--- config.mk ---
export PLATFORM = sky130hd
export DESIGN_NAME = rfphoenix_issue_arbiter
export DESIGN_NICKNAME = d
export VERILOG_FILES = /design/src/rtl/rfphoenix_issue_arbiter_pkg.sv /design/src/rtl/rfphoenix_issue_arbiter_rr_arbiter.sv /design/src/rtl/rfphoenix_issue_arbiter.sv
export SDC_FILE = /design/constraint.sdc
export NUM_CORES = 1
export LEC_CHECK = 0
export BUFFER_PORTS_ARGS = -buffer_cell sky130_fd_sc_hd__buf_2
export CAP_MARGIN = 20
export CORE_MARGIN = 10
export CORE_UTILIZATION = 25
export CTS_CLUSTER_SIZE = 25
export DETAILED_ROUTE_END_ITERATION = 12
export MAX_ROUTING_LAYER = met4
export RECOVER_POWER = 50
export REMOVE_ABC_BUFFERS = 1
export SYNTH_ARGS = -nofsm -noshare
export SYNTH_HDL_FRONTEND = slang
export SYNTH_SLANG_ARGS = --single-unit
--- constraint.sdc ---
create_clock -name clk -period 6.97 [get_ports clk]
set_input_delay 1.394 -clock clk [delete_from_list [all_inputs] [get_ports clk]]
set_output_delay 1.394 -clock clk [all_outputs]
set_load 0.01 [all_outputs]
--- src/rtl/rfphoenix_issue_arbiter_pkg.sv ---
// Shared types for the rfPhoenix issue/fetch scheduler.
package rfphoenix_issue_arbiter_pkg;

   localparam int unsigned NTHREADS_DEF = 4;
   localparam int unsigned TW_DEF       = $clog2(NTHREADS_DEF);

   typedef logic [TW_DEF-1:0] tid_t;

   typedef enum logic [1:0] {
      OFF    = 2'd0,
      RUN    = 2'd1,
      BRWAIT = 2'd2,
      FLUSH  = 2'd3
   } thread_state_t;

   // A thread may be fetched for while running or while waiting on a branch.
   function automatic logic fetchable(input thread_state_t s);
      return (s == RUN) || (s == BRWAIT);
   endfunction

endpackage

--- src/rtl/rfphoenix_issue_arbiter_rr_arbiter.sv ---
// Combinational round-robin arbiter: search starts one past ptr and wraps.
module rfphoenix_rr_arbiter #(
   parameter int unsigned N  = 4,
   parameter int unsigned TW = 2
) (
   input  logic [N-1:0]  req,
   input  logic [TW-1:0] ptr,
   output logic [N-1:0]  grant,
   output logic [TW-1:0] tid,
   output logic          any
);

   logic [TW-1:0] idx;

   // First requester found walking ptr+1, ptr+2, ... ptr (mod N).
   always_comb begin
      grant = '0;
      tid   = '0;
      any   = 1'b0;
      idx   = '0;
      for (int unsigned i = 1; i <= N; i++) begin
         idx = ptr + TW'(i);
         if (!any && req[idx]) begin
            any        = 1'b1;
            grant[idx] = 1'b1;
            tid        = idx;
         end
      end
   end

endmodule

--- src/rtl/rfphoenix_issue_arbiter.sv ---
// Per-thread issue and fetch scheduler for the rfPhoenix pipeline.
module rfphoenix_issue_arbiter
   import rfphoenix_issue_arbiter_pkg::*;
#(
   parameter int unsigned NTHREADS = NTHREADS_DEF,
   parameter int unsigned TW       = $clog2(NTHREADS)
) (
   input  logic                clk,
   input  logic                rst,
   input  logic [NTHREADS-1:0] thread_en,
   input  logic [NTHREADS-1:0] fifo_v,
   input  logic [NTHREADS-1:0] fifo_af,
   input  logic [NTHREADS-1:0] fifo_is_br,
   input  logic [NTHREADS-1:0] thread_stall,
   input  logic                issue_rdy,
   input  logic                br_done,
   input  logic [TW-1:0]       br_tid,
   input  logic                br_miss,
   input  logic                fetch_ack,
   output logic [NTHREADS-1:0] fifo_rd,
   output logic [NTHREADS-1:0] fifo_flush,
   output logic                issue_v,
   output logic [TW-1:0]       issue_tid,
   output logic                fetch_v,
   output logic [TW-1:0]       fetch_tid
);

   thread_state_t       state [NTHREADS];
   logic [TW-1:0]       issue_ptr;
   logic [TW-1:0]       fetch_ptr;

   logic [NTHREADS-1:0] br_hit;
   logic [NTHREADS-1:0] leave;
   logic [NTHREADS-1:0] issue_req;
   logic [NTHREADS-1:0] fetch_req;

   logic [NTHREADS-1:0] issue_grant;
   logic [TW-1:0]       issue_gtid;
   logic                issue_any;
   logic [NTHREADS-1:0] fetch_grant;
   logic [TW-1:0]       fetch_gtid;
   logic                fetch_any;

   // Eligibility vectors and per-thread branch-resolution decode.
   // leave[t] flags a thread dropping out of RUN/BRWAIT at the coming edge;
   // fetch requests are masked with it so a thread is never handed to the
   // fetch unit in the cycle it enters FLUSH or OFF.
   always_comb begin
      br_hit    = '0;
      leave     = '0;
      issue_req = '0;
      fetch_req = '0;
      for (int unsigned t = 0; t < NTHREADS; t++) begin
         br_hit[t]    = br_done && (br_tid == TW'(t));
         leave[t]     = fetchable(state[t]) &&
                        (!thread_en[t] ||
                         ((state[t] == BRWAIT) && br_hit[t] && br_miss));
         issue_req[t] = (state[t] == RUN) && fifo_v[t] &&
                        !thread_stall[t] && issue_rdy;
         fetch_req[t] = fetchable(state[t]) && !leave[t] && !fifo_af[t];
      end
   end

   rfphoenix_rr_arbiter #(
      .N  (NTHREADS),
      .TW (TW)
   ) u_issue_arb (
      .req   (issue_req),
      .ptr   (issue_ptr),
      .grant (issue_grant),
      .tid   (issue_gtid),
      .any   (issue_any)
   );

   rfphoenix_rr_arbiter #(
      .N  (NTHREADS),
      .TW (TW)
   ) u_fetch_arb (
      .req   (fetch_req),
      .ptr   (fetch_ptr),
      .grant (fetch_grant),
      .tid   (fetch_gtid),
      .any   (fetch_any)
   );

   // Pop is combinational so the FIFO data registers alongside issue_v.
   always_comb begin
      fifo_rd = issue_grant;
   end

   // Per-thread state machines and FIFO flush pulses.
   always_ff @(posedge clk) begin
      if (rst) begin
         for (int unsigned t = 0; t < NTHREADS; t++) begin
            state[t] <= OFF;
         end
         fifo_flush <= '0;
      end else begin
         fifo_flush <= '0;
         for (int unsigned t = 0; t < NTHREADS; t++) begin
            if (!thread_en[t]) begin
               state[t]      <= OFF;
               fifo_flush[t] <= (state[t] != OFF);
            end else begin
               case (state[t])
                  OFF:     state[t] <= RUN;
                  RUN:     if (issue_grant[t] && fifo_is_br[t]) state[t] <= BRWAIT;
                  BRWAIT:  if (br_hit[t]) begin
                              if (br_miss) begin
                                 state[t]      <= FLUSH;
                                 fifo_flush[t] <= 1'b1;
                              end else begin
                                 state[t] <= RUN;
                              end
                           end
                  FLUSH:   state[t] <= RUN;
                  default: state[t] <= OFF;
               endcase
            end
         end
      end
   end

   // Issue output registers and issue round-robin pointer.
   always_ff @(posedge clk) begin
      if (rst) begin
         issue_v   <= 1'b0;
         issue_tid <= '0;
         issue_ptr <= TW'(NTHREADS - 1);
      end else begin
         issue_v <= issue_any;
         if (issue_any) begin
            issue_tid <= issue_gtid;
            issue_ptr <= issue_gtid;
         end
      end
   end

   // Fetch request handshake and fetch round-robin pointer.
   always_ff @(posedge clk) begin
      if (rst) begin
         fetch_v   <= 1'b0;
         fetch_tid <= '0;
         fetch_ptr <= TW'(NTHREADS - 1);
      end else if (fetch_v && !fetch_ack) begin
         if (leave[fetch_tid]) begin
            fetch_v <= 1'b0;
         end
      end else begin
         fetch_v <= fetch_any;
         if (fetch_any) begin
            fetch_tid <= fetch_gtid;
            fetch_ptr <= fetch_gtid;
         end
      end
   end

endmodule

After elaboration in Yosys (flattened, before gate mapping)
Memories as Yosys holds them, arrays and structs flattened.
Cells that the tools add are included.
{ "totals": {"out_inout_bits": 14, "ff_bits": 14, "input_bits": 28, "wordCells": 347, "ramBits": 8, "mem_count": 1} }
{ "classes": {"reduce_logical": 92, "n_addsub": 6, "eq_ne": 16, "mux": 184, "bitwise": 28, "order_cmp": 13} }
{ "mem_list": {"columns": ["name", "words", "word_bits", "rd", "rd_clocked_by_memory_dff", "wr", "line", "text"], "rows": [
  ["state", 4, 2, 4, 0, 4, "rfphoenix_issue_arbiter.sv:28", "thread_state_t state [NTHREADS];"]
]} }
{ "ops": {"columns": ["op", "n"], "rows": [
  ["$mux 1", 135],
  ["$mux 2", 32],
  ["$logic_and 1x1->1", 51],
  ["$lt 2x3->1 const B", 9],
  ["$or 1x1->1", 24],
  ["$logic_not 1->1", 23],
  ["$eq 2x2->1 const B", 10],
  ["$bmux 1 s2", 9],
  ["$mux 4", 4],
  ["$or 4x4->4", 3],
  ["$eq 2x1->1 const B", 5],
  ["$logic_not 2->1", 5],
  ["$add 2x2->2 const B", 4],
  ["$demux 1 s2", 4],
  ["$ge 2x1->1 const B", 4],
  ["$logic_or 1x1->1", 8],
  ["$reduce_bool 2->1", 4],
  ["$add 2x1->2 const B", 2],
  ["$ne 2x1->1 const B", 1],
  ["$reduce_and 2->1", 1],
  ["$not 1->1", 1]
]} }

Logic depth before layout (Yosys ltp)
{ "logic_depth": {"depth_word": 26, "depth_mapped": 10, "mapped_depth_nobuf": 8} }

By module
From an unflattened synthesis, not the netlist that was laid out.
{ "hier_totals": {"cells_unflattened": 301, "area_unflattened_um2": 2499.9} }
{ "by_module_without_submodules": {"columns": ["mod", "n_inst", "area_each_um2", "seq_area_each_um2", "cells_per_inst"], "rows": [
  ["rfphoenix_issue_arbiter", 1, 1345.0, 520.5, 147],
  ["rfphoenix_rr_arbiter at u_issue_arb", 1, 629.4, 0.0, 86],
  ["rfphoenix_rr_arbiter at u_fetch_arb", 1, 525.5, 0.0, 68]
]} }

Worst setup path after synthesis
Ideal clock, no wire load.
{ "synth_timing": {"path_kind": "input port to output port", "startpoint": "input port issue_rdy", "endpoint": "output port fifo_rd[3]", "slack_ps": 2724, "required_time_ps": 5576, "arrival_ps": 2852, "path_buffers": 1, "path_stages": 6, "path_cell_list": "buf_6 and4b_4 mux4_2 a31o_4 o211ai_2 a22o_1"} }
{ "synth_between": {"elab_chain_len": 13, "elab_cells_between_ends": 28, "classes_between": "mux: 15; bitwise: 3; reduce/logical: 10"} }
{ "synth_lines": {"columns": ["element", "line", "text"], "rows": [
  ["start: declaration", "rfphoenix_issue_arbiter.sv:15", "input logic issue_rdy,"],
  ["$logic_and 1x1->1", "rfphoenix_issue_arbiter.sv:59", "!thread_stall[t] && issue_rdy;"],
  ["$bmux 1 s2", "rfphoenix_issue_arbiter_rr_arbiter.sv:23", "if (!any && req[idx]) begin"],
  ["$mux 1 (implied by the code)", "rfphoenix_issue_arbiter_rr_arbiter.sv:23", null],
  ["$mux 1", "rfphoenix_issue_arbiter_rr_arbiter.sv:23", null],
  ["$logic_not 1->1", "rfphoenix_issue_arbiter_rr_arbiter.sv:23", null],
  ["$logic_and 1x1->1", "rfphoenix_issue_arbiter_rr_arbiter.sv:23", null],
  ["$mux 1", "rfphoenix_issue_arbiter_rr_arbiter.sv:23", null],
  ["$logic_not 1->1", "rfphoenix_issue_arbiter_rr_arbiter.sv:23", null],
  ["$logic_and 1x1->1", "rfphoenix_issue_arbiter_rr_arbiter.sv:23", null],
  ["$mux 1", "rfphoenix_issue_arbiter_rr_arbiter.sv:23", null],
  ["$logic_not 1->1", "rfphoenix_issue_arbiter_rr_arbiter.sv:23", null],
  ["$logic_and 1x1->1", "rfphoenix_issue_arbiter_rr_arbiter.sv:23", null],
  ["$mux 4 *", "rfphoenix_issue_arbiter_rr_arbiter.sv:23", null],
  ["end: declaration", "rfphoenix_issue_arbiter.sv:20", "output logic [NTHREADS-1:0] fifo_rd,"]
]} }
Every way passes the cells marked *; elsewhere a longest branch is shown, timed or not. The select of a mux whose other input is x is not followed.

Worst setup path in the final report
{ "layout_timing": {"startpoint": "input port issue_rdy", "endpoint": "output port fifo_rd[2]"} }
The elaborated chain is that of the path after synthesis.

==> impl_summary.md <==
Run status
The run finished with clean final reports.

Yosys
The sequential share of the synthesized area is 24.7%. In this run, distinct cell masters in the synthesized netlist total 58. By count the netlist is led by nand2_1 (26), ha_1 (24), inv_1 (22), nand3_1 (16). By area the synthesized netlist is led by ha_1 (14%), dfxtp_1 (13%), edfxtp_1 (11%). The cell accounting for the most synthesized area is ha_1. After synthesis the netlist holds a flip-flop and latch count of 22.

The top cell type's share of synthesized area is 14.3%. The cell area after technology mapping is 2110 sq um. The most used flip-flop cell after synthesis is dfxtp_1.

The mean area per synthesized cell is 8.67 sq um. The gate count of the mapped netlist is 243. The number of synthesis warnings is 0. The synthesized design contains 8 enable-type register cells. The leading cell type by number of instances after synthesis is nand2_1. The fraction of registers with async set/reset is 0%.

Placement
The congestion estimate from routability-driven global placement came to 0.901. The post-detailed-placement half-perimeter wirelength is 4770 microns. OpenSTA, run right after detailed placement, puts the worst setup slack at 2450 ps. Input and output buffers added on the ports amount to 41. The total instance count after detailed placement is 383.

GRT
The most utilized layer in the global route result is met2. The aggregate global routing overflow is 0. Entering global routing, the biggest net connects 16 pins. The via count of the first global-routing pass was 1950. The first global-routing pass estimated 9750 microns of wire.

The met1 routing resource usage after global routing is 12.2%. Across every metal layer, demand over resource in global routing totals 9.44%. The number of antenna violations at the first check in global routing was 0. The global-route track usage on met2 is 15.0%. The met3 layer usage reported by global route is 1.61%.

Critical path
The startpoint identified for the worst register-to-register timing path is issue_ptr[0]$_SDFFE_PP1P_. The number of cells on the worst reg-to-reg path is 7. The largest fanout on the critical path is 11. The worst setup path is captured at an output pin. The type of the setup path with the least slack is in2out.

The critical path arrival is 3310 ps. The endpoint identified for the worst register-to-register timing path is state[2][1]$_SDFFCE_PP0P_. The critical path launch point type is an input pin. The register-to-register path setup slack is 3660 ps. The required time of the critical path is 5580 ps.

Pwr
Summed over all cells, the static leakage comes to 1.05 nW. The share of power burned in the clock network is 29.7%. Power spread over the standard cell area amounts to 150 nW/um^2. Summed over all nets, the switching power comes to 0.000120 W. The internal power is 0.000249 W. VDD sags by at most 0.0549 mV. The fraction of power spent switching nets is 32.5%.

Combinational cells account for 28.2% of the total power. The sequential cell fraction of total power is 42.1%.

Floorplanning
The die is 112 microns wide. The floorplan core area is 8220 sq um. In this run the core area contains 33 standard-cell rows.

The die covers 12500 sq um. The I/O pin total is 42. The height of the die is 112 microns. For this configuration, the core starts out at a cell density of 25.6%.

Clocking
Clock tree synthesis inserted a total of 3 buffers. The count of clock tree sinks is 22. The number of levels in the clock H-tree is 1. The maximum count of clock buffers along a single path is 2. In this run the post-CTS setup repair buffer count came out at 0.

The count of cells resized by post-cts repair is 0. The CTS root buffer is clkbuf_8. After clock tree synthesis, the flow added hold-fix buffers numbering 0. The clock latency on the worst-skew pair is 270 ps. The CTS tree is yes. The post-CTS clock slew at the launch and capture registers of the worst setup and hold paths is 90 ps.

Hold path
The launch point of the worst hold path is issue_tid[1]$_SDFFE_PP0P_. The worst hold path passes through 2 cells. The destination of the worst hold path is issue_tid[1]$_SDFFE_PP0P_.

The worst hold path belongs to the class reg2reg.

STA
The final hold violation count is 0. The post-route worst setup slack is 2270 ps. The slew of the pin with the lowest slew margin is 769 ps. The portion of the clock cycle consumed by the worst path in the final layout is 67.5%. Between clock sinks in the finished design, the worst skew comes to 4.27 ps. Setup violations remaining at the end of the flow were counted as 0.

The sum of negative setup slack is 0 ps. The tightest hold path in the finished design has a slack of 468 ps. The clock period minus worst slack is 4700 ps. Derived from the worst setup path, the maximum achievable clock frequency is 213 MHz. The max-slew violation count is 0. The worst slew margin relative to its limit is 47.4%. Setup repair after global routing left no endpoint under its margin.

Finish
The area growth from synthesis to layout is 16.8%. Once layout is complete, the cells apart from fillers number 387. The layout has 881 filler cells. The share of layout cells above drive strength 1 is 19.5%. At the end of the flow, the number of nets in the layout was 335. The antenna cell count is 0.

Job
The number of max-cap violations is 0.

Drt
The post-detailed-route wirelength per cell is 15.3 microns. The via count of the routed design is 1956. The antenna violation net count after detailed routing is 0. The average via count per standard cell is 5.05. The length of the first detailed-routing pass in iterations is 4. The total DRC errors in the routed layout is 0. For this block, the initial DRC count from the detailed router was 148. For this block, the routed nets add up to 5910 microns of wire.
-- cells in the final DEF, fill, tap and decap left out, types with 3 or more instances in the layout --
master	n
nor3_1	8
a211oi_1	3
a21boi_0	3
clkbuf_1	13
dfxtp_1	14
nand2_1	26
o21ai_0	4
nand2b_1	4
or3_1	3
nand3_1	16
nor2_1	12
and4b_1	3
ha_1	24
a21oi_1	14
inv_1	22
a32oi_1	3
nor2b_1	8
a31oi_1	3
nand4b_1	4
buf_2	28
clkbuf_8	3
a31o_1	3
and4b_4	4
edfxtp_1	8
o211ai_2	4
-- kinds of logic (layout without fill, tap and decap cells) --
kind of cell               count (synthesis)  after routing  share of synthesized area (%)
AOI/OAI and AO/OA                         60             60                           23.3
xor gates and xnor gates                   1              1                          0.416
adders and majority gates                 26             26                           15.2
buffers and inverters                     29             68                           5.64
DFF                                       22             22                           24.7
muxes                                      2              2                           2.14
and+or+nand+nor                          103            103                           28.6
-- final cells by class --
class	count	area (sq um)	area share [%]
inverter	23	86.3	3.51
tap	105	131	5.34
sequential	22	520	21.1
clock buffer	4	66.3	2.69
timing repair buffer	41	189	7.68
multi-input combinational	192	1470	59.6
-- critical path, cell delays in order --
cell and delay (ps):
clkbuf_1 290, and4b_4 330, nand3_1 80, a2111oi_0 430, a21o_1 400, a22o_2 250, buf_2 140
-- state kept, by name, summed over array words and instances (netlist names) --
| register | flops |
|---|---|
| state | 8 |
| fifo_flush | 4 |
| fetch_ptr | 2 |
| fetch_tid | 2 |
| issue_ptr | 2 |
| issue_tid | 2 |
| fetch_v | 1 |
| issue_v | 1 |
-- how the worst max path moves through the flow --
| stage | startpoint | to | slack, ps | cells after the start |
|---|---|---|---|---|
| 6_report | issue_rdy | fifo_rd[2] | 2270 | 7 |
| 5_1_grt | issue_rdy | fifo_rd[2] | 2060 | 7 |
| 4_1_cts | issue_ptr[0]$_SDFFE_PP1P_ | fifo_rd[3] | 2270 | 6 |
| 3_5_place_dp | issue_rdy | fifo_rd[2] | 2450 | 7 |
| 3_3_place_gp | issue_rdy | fifo_rd[3] | 2470 | 6 |
| 2_1_floorplan | thread_stall[0] | fifo_rd[3] | 2830 | 4 |
-- power groups by stage --
stage	Clock, W	Combinational (W)	Sequential, W
global route	0.000116	0.000117	0.000158
CTS	0.000110	0.000106	0.000156
finish	0.000110	0.000104	0.000156
global placement	0	0.000104	0.000158
detailed placement	0	0.000105	0.000159
floorplan	0	0.0000658	0.000158
-- metrics by stage --
step | total power [W] | util, % | area [sq um]
after floorplan | 0.000224 | - | 2070
after global placement | 0.000262 | 29.3 | 2410
after detailed placement | 0.000264 | 29.3 | 2410
after CTS | 0.000372 | 30.2 | 2480
after global routing | 0.000391 | 30.0 | 2460
final | 0.000369 | 30.0 | 2460
-- per-layer routing --
layer  up-vias  share of wire (%)
met4         0               0.78
met5         -                  0
met3         6                4.9
met2        57                 45
li1        980                  -
met1       913                 49
No activity file was read; power rests on OpenSTA's default activity.
